### src/rtl/down_sample_loop_ctrl_if.sv
// Handshake bundle between a down_sample loop controller and its buffer port.
// The controller is the master: it takes flush/en and drives the schedule outputs.
interface down_sample_loop_ctrl_if;
    logic              flush;
    logic              en;
    logic [3:0][15:0]  ctrl_vars;
    logic              valid;
    logic              last;
    logic              busy;
    logic              done;

    modport master (
        input  flush,
        input  en,
        output ctrl_vars,
        output valid,
        output last,
        output busy,
        output done
    );

    modport slave (
        output flush,
        output en,
        input  ctrl_vars,
        input  valid,
        input  last,
        input  busy,
        input  done
    );
endinterface

### src/rtl/down_sample_loop_ctrl.sv
// Schedule controller for one down_sample buffer port: walks a 3-deep loop nest
// after a start delay, firing once every II enabled cycles.
module down_sample_loop_ctrl #(
    parameter int EXT1  = 4,
    parameter int EXT2  = 32,
    parameter int EXT3  = 32,
    parameter int DELAY = 0,
    parameter int II    = 1
) (
    input  logic                     clk,
    input  logic                     rst,
    down_sample_loop_ctrl_if.master  bus
);

    typedef enum logic [1:0] {S_IDLE, S_DELAY, S_RUN, S_DONE} state_t;

    localparam logic [15:0] MAX1     = 16'(EXT1 - 1);
    localparam logic [15:0] MAX2     = 16'(EXT2 - 1);
    localparam logic [15:0] MAX3     = 16'(EXT3 - 1);
    localparam logic [15:0] DLY_LOAD = 16'(DELAY - 1);
    localparam logic [15:0] II_LOAD  = 16'(II - 1);
    localparam state_t      START_ST = (DELAY == 0) ? S_RUN : S_DELAY;

    state_t      state_q, state_d;
    logic [15:0] idx1_q, idx1_d;
    logic [15:0] idx2_q, idx2_d;
    logic [15:0] idx3_q, idx3_d;
    logic [15:0] ii_q, ii_d;
    logic [15:0] dly_q, dly_d;
    logic        fire_q, fire_d;
    logic        last_q, last_d;
    logic        busy_q, busy_d;
    logic        done_q, done_d;
    logic        at_max;

    assign at_max = (idx1_q == MAX1) && (idx2_q == MAX2) && (idx3_q == MAX3);

    always_comb begin
        state_d = state_q;
        idx1_d  = idx1_q;
        idx2_d  = idx2_q;
        idx3_d  = idx3_q;
        ii_d    = ii_q;
        dly_d   = dly_q;

        if (bus.flush) begin
            state_d = START_ST;
            idx1_d  = '0;
            idx2_d  = '0;
            idx3_d  = '0;
            ii_d    = '0;
            dly_d   = DLY_LOAD;
        end else if (bus.en) begin
            unique case (state_q)
                S_DELAY: begin
                    if (dly_q == '0) state_d = S_RUN;
                    else             dly_d   = dly_q - 16'd1;
                end
                S_RUN: begin
                    if (ii_q == '0) begin
                        ii_d = II_LOAD;
                        // Indices freeze on the final fire so DONE shows the last tuple.
                        if (at_max) begin
                            state_d = S_DONE;
                        end else if (idx3_q != MAX3) begin
                            idx3_d = idx3_q + 16'd1;
                        end else begin
                            idx3_d = '0;
                            if (idx2_q != MAX2) begin
                                idx2_d = idx2_q + 16'd1;
                            end else begin
                                idx2_d = '0;
                                idx1_d = idx1_q + 16'd1;
                            end
                        end
                    end else begin
                        ii_d = ii_q - 16'd1;
                    end
                end
                default: ;
            endcase
        end

        fire_d = (state_d == S_RUN) && (ii_d == '0);
        last_d = fire_d && (idx1_d == MAX1) && (idx2_d == MAX2) && (idx3_d == MAX3);
        busy_d = (state_d == S_DELAY) || (state_d == S_RUN);
        done_d = (state_d == S_DONE);
    end

    always_ff @(posedge clk or posedge rst) begin
        if (rst) begin
            state_q <= S_IDLE;
            idx1_q  <= '0;
            idx2_q  <= '0;
            idx3_q  <= '0;
            ii_q    <= '0;
            dly_q   <= '0;
            fire_q  <= 1'b0;
            last_q  <= 1'b0;
            busy_q  <= 1'b0;
            done_q  <= 1'b0;
        end else begin
            state_q <= state_d;
            idx1_q  <= idx1_d;
            idx2_q  <= idx2_d;
            idx3_q  <= idx3_d;
            ii_q    <= ii_d;
            dly_q   <= dly_d;
            fire_q  <= fire_d;
            last_q  <= last_d;
            busy_q  <= busy_d;
            done_q  <= done_d;
        end
    end

    // A stall only masks the strobes; fire_q/last_q hold and resume when en returns.
    assign bus.ctrl_vars = {idx3_q, idx2_q, idx1_q, 16'h0000};
    assign bus.valid     = fire_q & bus.en;
    assign bus.last      = last_q & bus.en;
    assign bus.busy      = busy_q;
    assign bus.done      = done_q;

endmodule

### src/flat_wrapper.sv
// flat-port wrapper written by rule: the top's interface ports become plain ports
module down_sample_loop_ctrl_flat 
#(
    parameter int EXT1  = 4,
    parameter int EXT2  = 32,
    parameter int EXT3  = 32,
    parameter int DELAY = 0,
    parameter int II    = 1
)
  (clk, rst, bus_flush, bus_en, bus_ctrl_vars, bus_valid, bus_last, bus_busy, bus_done);
  down_sample_loop_ctrl_if bus_i ();
  input  logic clk;
  input  logic rst;
  input wire logic [$bits(bus_i.flush)-1:0] bus_flush;
  input wire logic [$bits(bus_i.en)-1:0] bus_en;
  output wire logic [$bits(bus_i.ctrl_vars)-1:0] bus_ctrl_vars;
  output wire logic [$bits(bus_i.valid)-1:0] bus_valid;
  output wire logic [$bits(bus_i.last)-1:0] bus_last;
  output wire logic [$bits(bus_i.busy)-1:0] bus_busy;
  output wire logic [$bits(bus_i.done)-1:0] bus_done;
  assign bus_i.flush = bus_flush;
  assign bus_i.en = bus_en;
  assign bus_ctrl_vars = bus_i.ctrl_vars;
  assign bus_valid = bus_i.valid;
  assign bus_last = bus_i.last;
  assign bus_busy = bus_i.busy;
  assign bus_done = bus_i.done;
  down_sample_loop_ctrl #(.EXT1(EXT1), .EXT2(EXT2), .EXT3(EXT3), .DELAY(DELAY), .II(II)) u_core (.clk(clk), .rst(rst), .bus(bus_i));
endmodule
### config.mk
export PLATFORM = sky130hd
export DESIGN_NAME = down_sample_loop_ctrl_flat
export DESIGN_NICKNAME = d
export VERILOG_FILES = /design/src/rtl/down_sample_loop_ctrl_if.sv /design/src/rtl/down_sample_loop_ctrl.sv /design/src/flat_wrapper.sv
export SDC_FILE = /design/constraint.sdc
export NUM_CORES = 1
export LEC_CHECK = 0
export CAP_MARGIN = 20
export CORE_MARGIN = 2
export CORE_UTILIZATION = 40
export CTS_BUF_LIST = sky130_fd_sc_hd__clkbuf_4 sky130_fd_sc_hd__clkbuf_8
export DETAILED_ROUTE_END_ITERATION = 10
export MAX_ROUTING_LAYER = met4
export PLACE_DENSITY = 0.72
export SLEW_MARGIN = 20
export SYNTH_ARGS = -nofsm -noshare
export SYNTH_HDL_FRONTEND = slang
export SYNTH_SLANG_ARGS = --single-unit
### constraint.sdc
create_clock -name clk -period 4 [get_ports clk]
set_clock_uncertainty 0.1 [all_clocks]
set_input_delay 0.4 -clock clk [delete_from_list [all_inputs] [get_ports clk]]
set_output_delay 0.4 -clock clk [all_outputs]
set_load 0.03 [all_outputs]
==> metrics.md <==
| Metric | Value |
|---|---|
| Largest net degree at the start of global routing | `50` |
| Status | `finished clean` |
| Num CTS Buffers | `9` |
| Worst r2r path cells | `9` |
| RSZ-0062 raised after global routing | `no` |
| Period minus WS final | `3567 ps` |
| Initial DRC count | `556` |
| Initial antenna violation count | `1` |
| Top FF cell, synth | `dfrtp_1` |
| Maximum clock path buffer count | `2` |
| First-pass GRT wire length | `26,630 µm` |
| Critical Path End Type | `register` |
| CTS tree | `built` |
| Die H | `121.7 µm` |
| Post-synthesis sequential area ratio | `38.83%` |
| Slew headroom | `36.01%` |
| Setup ws final | `433.3 ps` |
| Pins Over Slew Limit | `0` |
| DR DRC count | `0` |
| Reg2Reg Capture Point | `u_core.last_q` |
| # hold bufs at CTS | `0` |
| Antenna Nets Post-Route | `0` |
| Via Count | `5,331` |
| Pint | `1.700 mW` |
| Pwr per Cell Area | `428.9 nW/µm²` |
| Clk_lat worst skew | `390 ps` |
| Vias per cell | `5.983` |
| Share of cells above drive strength 1 | `9.155%` |
| Root Buffer | `clkbuf_8` |
| Chip Width | `121.7 µm` |
| Delay of the slowest critical-path stage | `590 ps` |
| Buffers on Ports | `55` |
| R2r setup slk | `430 ps` |
| Die Footprint | `14,810 µm²` |
| Multi-input gate area | `3109 µm²` |
| Fin area | `6540 µm²` |
| Cells along the critical path | `or4_1 > nor4_1 > buf_4 > nand4_1 > o21ai_0 > a41oi_1 > or4_1 > nor4b_1 > and4_1` |
| GRT Total Usage | `23.82%` |
| Fillers | `1,315` |
| Cells after synthesis | `641` |
| Post-DP HPWL | `12,330 µm` |
| Final period util | `89.17%` |
| Worst Setup Slack post-DPL | `175.4 ps` |
| Worst Hold Class | `in2reg` |
| Syn Area/Cell | `8.645 µm²` |
| CP Class | `reg2reg` |
| Max-cap violations | `0` |
| Area grow syn2layout | `18.02%` |
| CP startpoint | `u_core.idx3_q[7]` |
| #FFs+latches synth | `86` |
| Hold EP | `u_core.idx3_q[11]` |
| Sequential share of power | `38.0%` |
| Setup TNS | `0 ps` |
| Congestion Overflow GR | `0` |
| Core box area | `13,720 µm²` |
| WL per Instance | `18.74 µm` |
| Setup bufs post-CTS | `0` |
| # IOs | `72` |
| FF+latch area | `2152 µm²` |
| Final hold vios | `0` |
| Hold path startpoint | `bus_flush` |
| CP max-delay cell | `or4_1` |
| Worst setup SP type | `register` |
| Clock slew at reported path FFs | `90 ps` |
| Async set or reset register ratio after synthesis | `100.0%` |
| Endpoints failing setup | `0` |
| Most frequent CP cell | `or4_1` |
| Gpl congestion | `0.9849` |
| Yosys warning total | `0` |
| Htree depth | `3` |
| Crit Reg-Reg Startpoint | `u_core.idx3_q[7]` |
| Netlist cell types | `68` |
| Gates resized, CTS repair | `0` |
| WL final | `16,700 µm` |
| Cell Area, Synth | `5542 µm²` |
| Drt pass-1 iters | `5` |
| Cell Area, Placed | `6345 µm²` |
| Power share of the combinational group | `39.7%` |
| Critical path data arrival time | `3800 ps` |
| Vias in the first global route | `5,105` |
| Initial Util | `40.39%` |
| Rows | `43` |
| # nets final | `721` |
| Tightest Pin Transition | `947.9 ps` |
| Sw power | `1.105 mW` |
| Leak pwr | `2.496 nW` |
| Peak supply drop | `0.0002210 V` |
| Fmax | `280.4 MHz` |
| CP Max Fanout | `11` |
| Number of synthesized flops with an enable pin | `0` |
| Worst EP required | `4230 ps` |
| Clock group share of total power | `22.3%` |
| Switch share | `39.38%` |
| Hold Crit Depth | `2` |
| Clock Sinks | `86` |
[worst max-delay path, delay by kind of cell (launching register included)]
| family | cells | cell delay, ps |
|---|---|---|
| AO/OA/AOI/OAI | 2 | 540 |
| buffers and inverters | 1 | 260 |
| flip-flops | 1 | 510 |
| AND/OR/NAND/NOR | 6 | 2090 |
[state kept, by name, summed over array words and instances (netlist names)]
register	cells
u_core.last_q	1
u_core.ii_q	16
u_core.idx1_q	16
u_core.dly_q	16
u_core.state_q	2
u_core.bus.done	1
u_core.idx3_q	16
u_core.bus.busy	1
u_core.idx2_q	16
u_core.fire_q	1
[per-layer routing]
| metal | part of all wire (%) | vias up | global-route usage (%) | wire, µm |
|---|---|---|---|---|
| met5 | 0 | - | - | 0 |
| met4 | 3.3 | 0 | 10.06 | 546 |
| met3 | 7.8 | 48 | 4.822 | 1294 |
| met2 | 44 | 259 | 34.94 | 7429 |
| met1 | 44 | 2573 | 32.16 | 7424 |
| li1 | - | 2451 | - | - |
[worst max path at each step]
stage | end | slack (ps)
after detailed placement | u_core.last_q | 180
after CTS | u_core.last_q | 500
after global routing | u_core.last_q | 190
final | u_core.last_q | 430
after floorplan | u_core.last_q | 600
after global placement | u_core.last_q | 180
[synthesized netlist by cell type, types with 3 or more instances]
library cell  count  share of area [%]
a21boi_0          4               0.54
nand2_1          45                3.0
or3_1            14                1.6
mux2i_1           4               0.72
nand4_1          27                3.0
o21ai_0          16                1.4
o21ai_1           4               0.36
xnor2_1          24                3.8
nand3_1          24                2.2
nor4_1           27                3.0
a31oi_1           6               0.68
nor4b_1           6               0.95
o211ai_1          7               0.95
buf_6             3               0.61
nor3b_1           5               0.68
inv_1            19                1.3
o31ai_1           3               0.41
ha_1             11                2.5
nand3b_1          5               0.68
and3_1           12                1.4
a21oi_1          31                2.8
nor2b_1           3               0.34
a41oi_1           3               0.47
a211oi_1          4               0.54
buf_4            16                2.2
xor2_1           19                3.0
nor3_1           29                2.6
or2_2             8               0.90
or4_1             8                1.1
o21a_1            5               0.68
and2_1            9                1.0
dfrtp_1          86                 39
and4_1           10                1.6
nor2_1           71                4.8
nand2b_1          6               0.68
clkbuf_1         25                1.7
[logic make-up (layout without fill, tap and decap cells)]
logic type,Yosys count,in the layout,share of synthesized area [%]
other,1,17,0.06767
AO/OA/AOI/OAI,105,105,12.64
multiplexers,4,4,0.7225
AND/OR/NAND/NOR,324,324,32.38
buffers and inverters,67,121,6.074
XOR/XNOR,43,43,6.796
adder cells (fa/ha/maj),11,11,2.484
flip-flops,86,86,38.83
[cells in the final DEF, fill, tap and decap left out, types with 16 or more instances in the layout]
master           instances
nor3_1                  29
conb_1                  16
inv_1                   18
nand3_1                 24
dfrtp_1                 86
nand2_1                 45
o21ai_0                 16
clkdlybuf4s50_1         54
a21oi_1                 31
nor2_1                  71
nand4_1                 27
xnor2_1                 24
buf_4                   32
nor4_1                  27
xor2_1                  19
[power groups by stage]
stage,clock (mW),combinational (mW),sequential [mW]
2_1_floorplan,0,0.848,1.04
3_3_place_gp,0,1.08,1.07
3_5_place_dp,0,1.09,1.08
4_1_cts,0.641,1.09,1.06
5_1_grt,0.668,1.21,1.08
6_report,0.624,1.11,1.07
[stage by stage]
step / cells / utilization, % / power (mW) / hold WS [ps]
floorplan: 656 / - / 1.885 / 380.0
global placement: 875 / 46.25 / 2.156 / 397.4
detailed placement: 875 / 46.25 / 2.166 / 403.3
CTS: 890 / 47.65 / 2.795 / 242.2
global route: 891 / 47.67 / 2.961 / 285.9
finish: 891 / 47.67 / 2.805 / 264.5
[final cells by class]
class                           count  share of cell area, %
Sequential cell                    86                  32.91
Timing Repair Buffer               87                  12.01
Clock buffer                       11                  2.219
Inverter                           19                  1.110
Antenna cell                        1                0.03826
Clock inverter                      4                 0.7270
Tap cell                          180                  3.444
Multi-Input combinational cell    503                  47.54
Power figures use the tool's default switching activity.
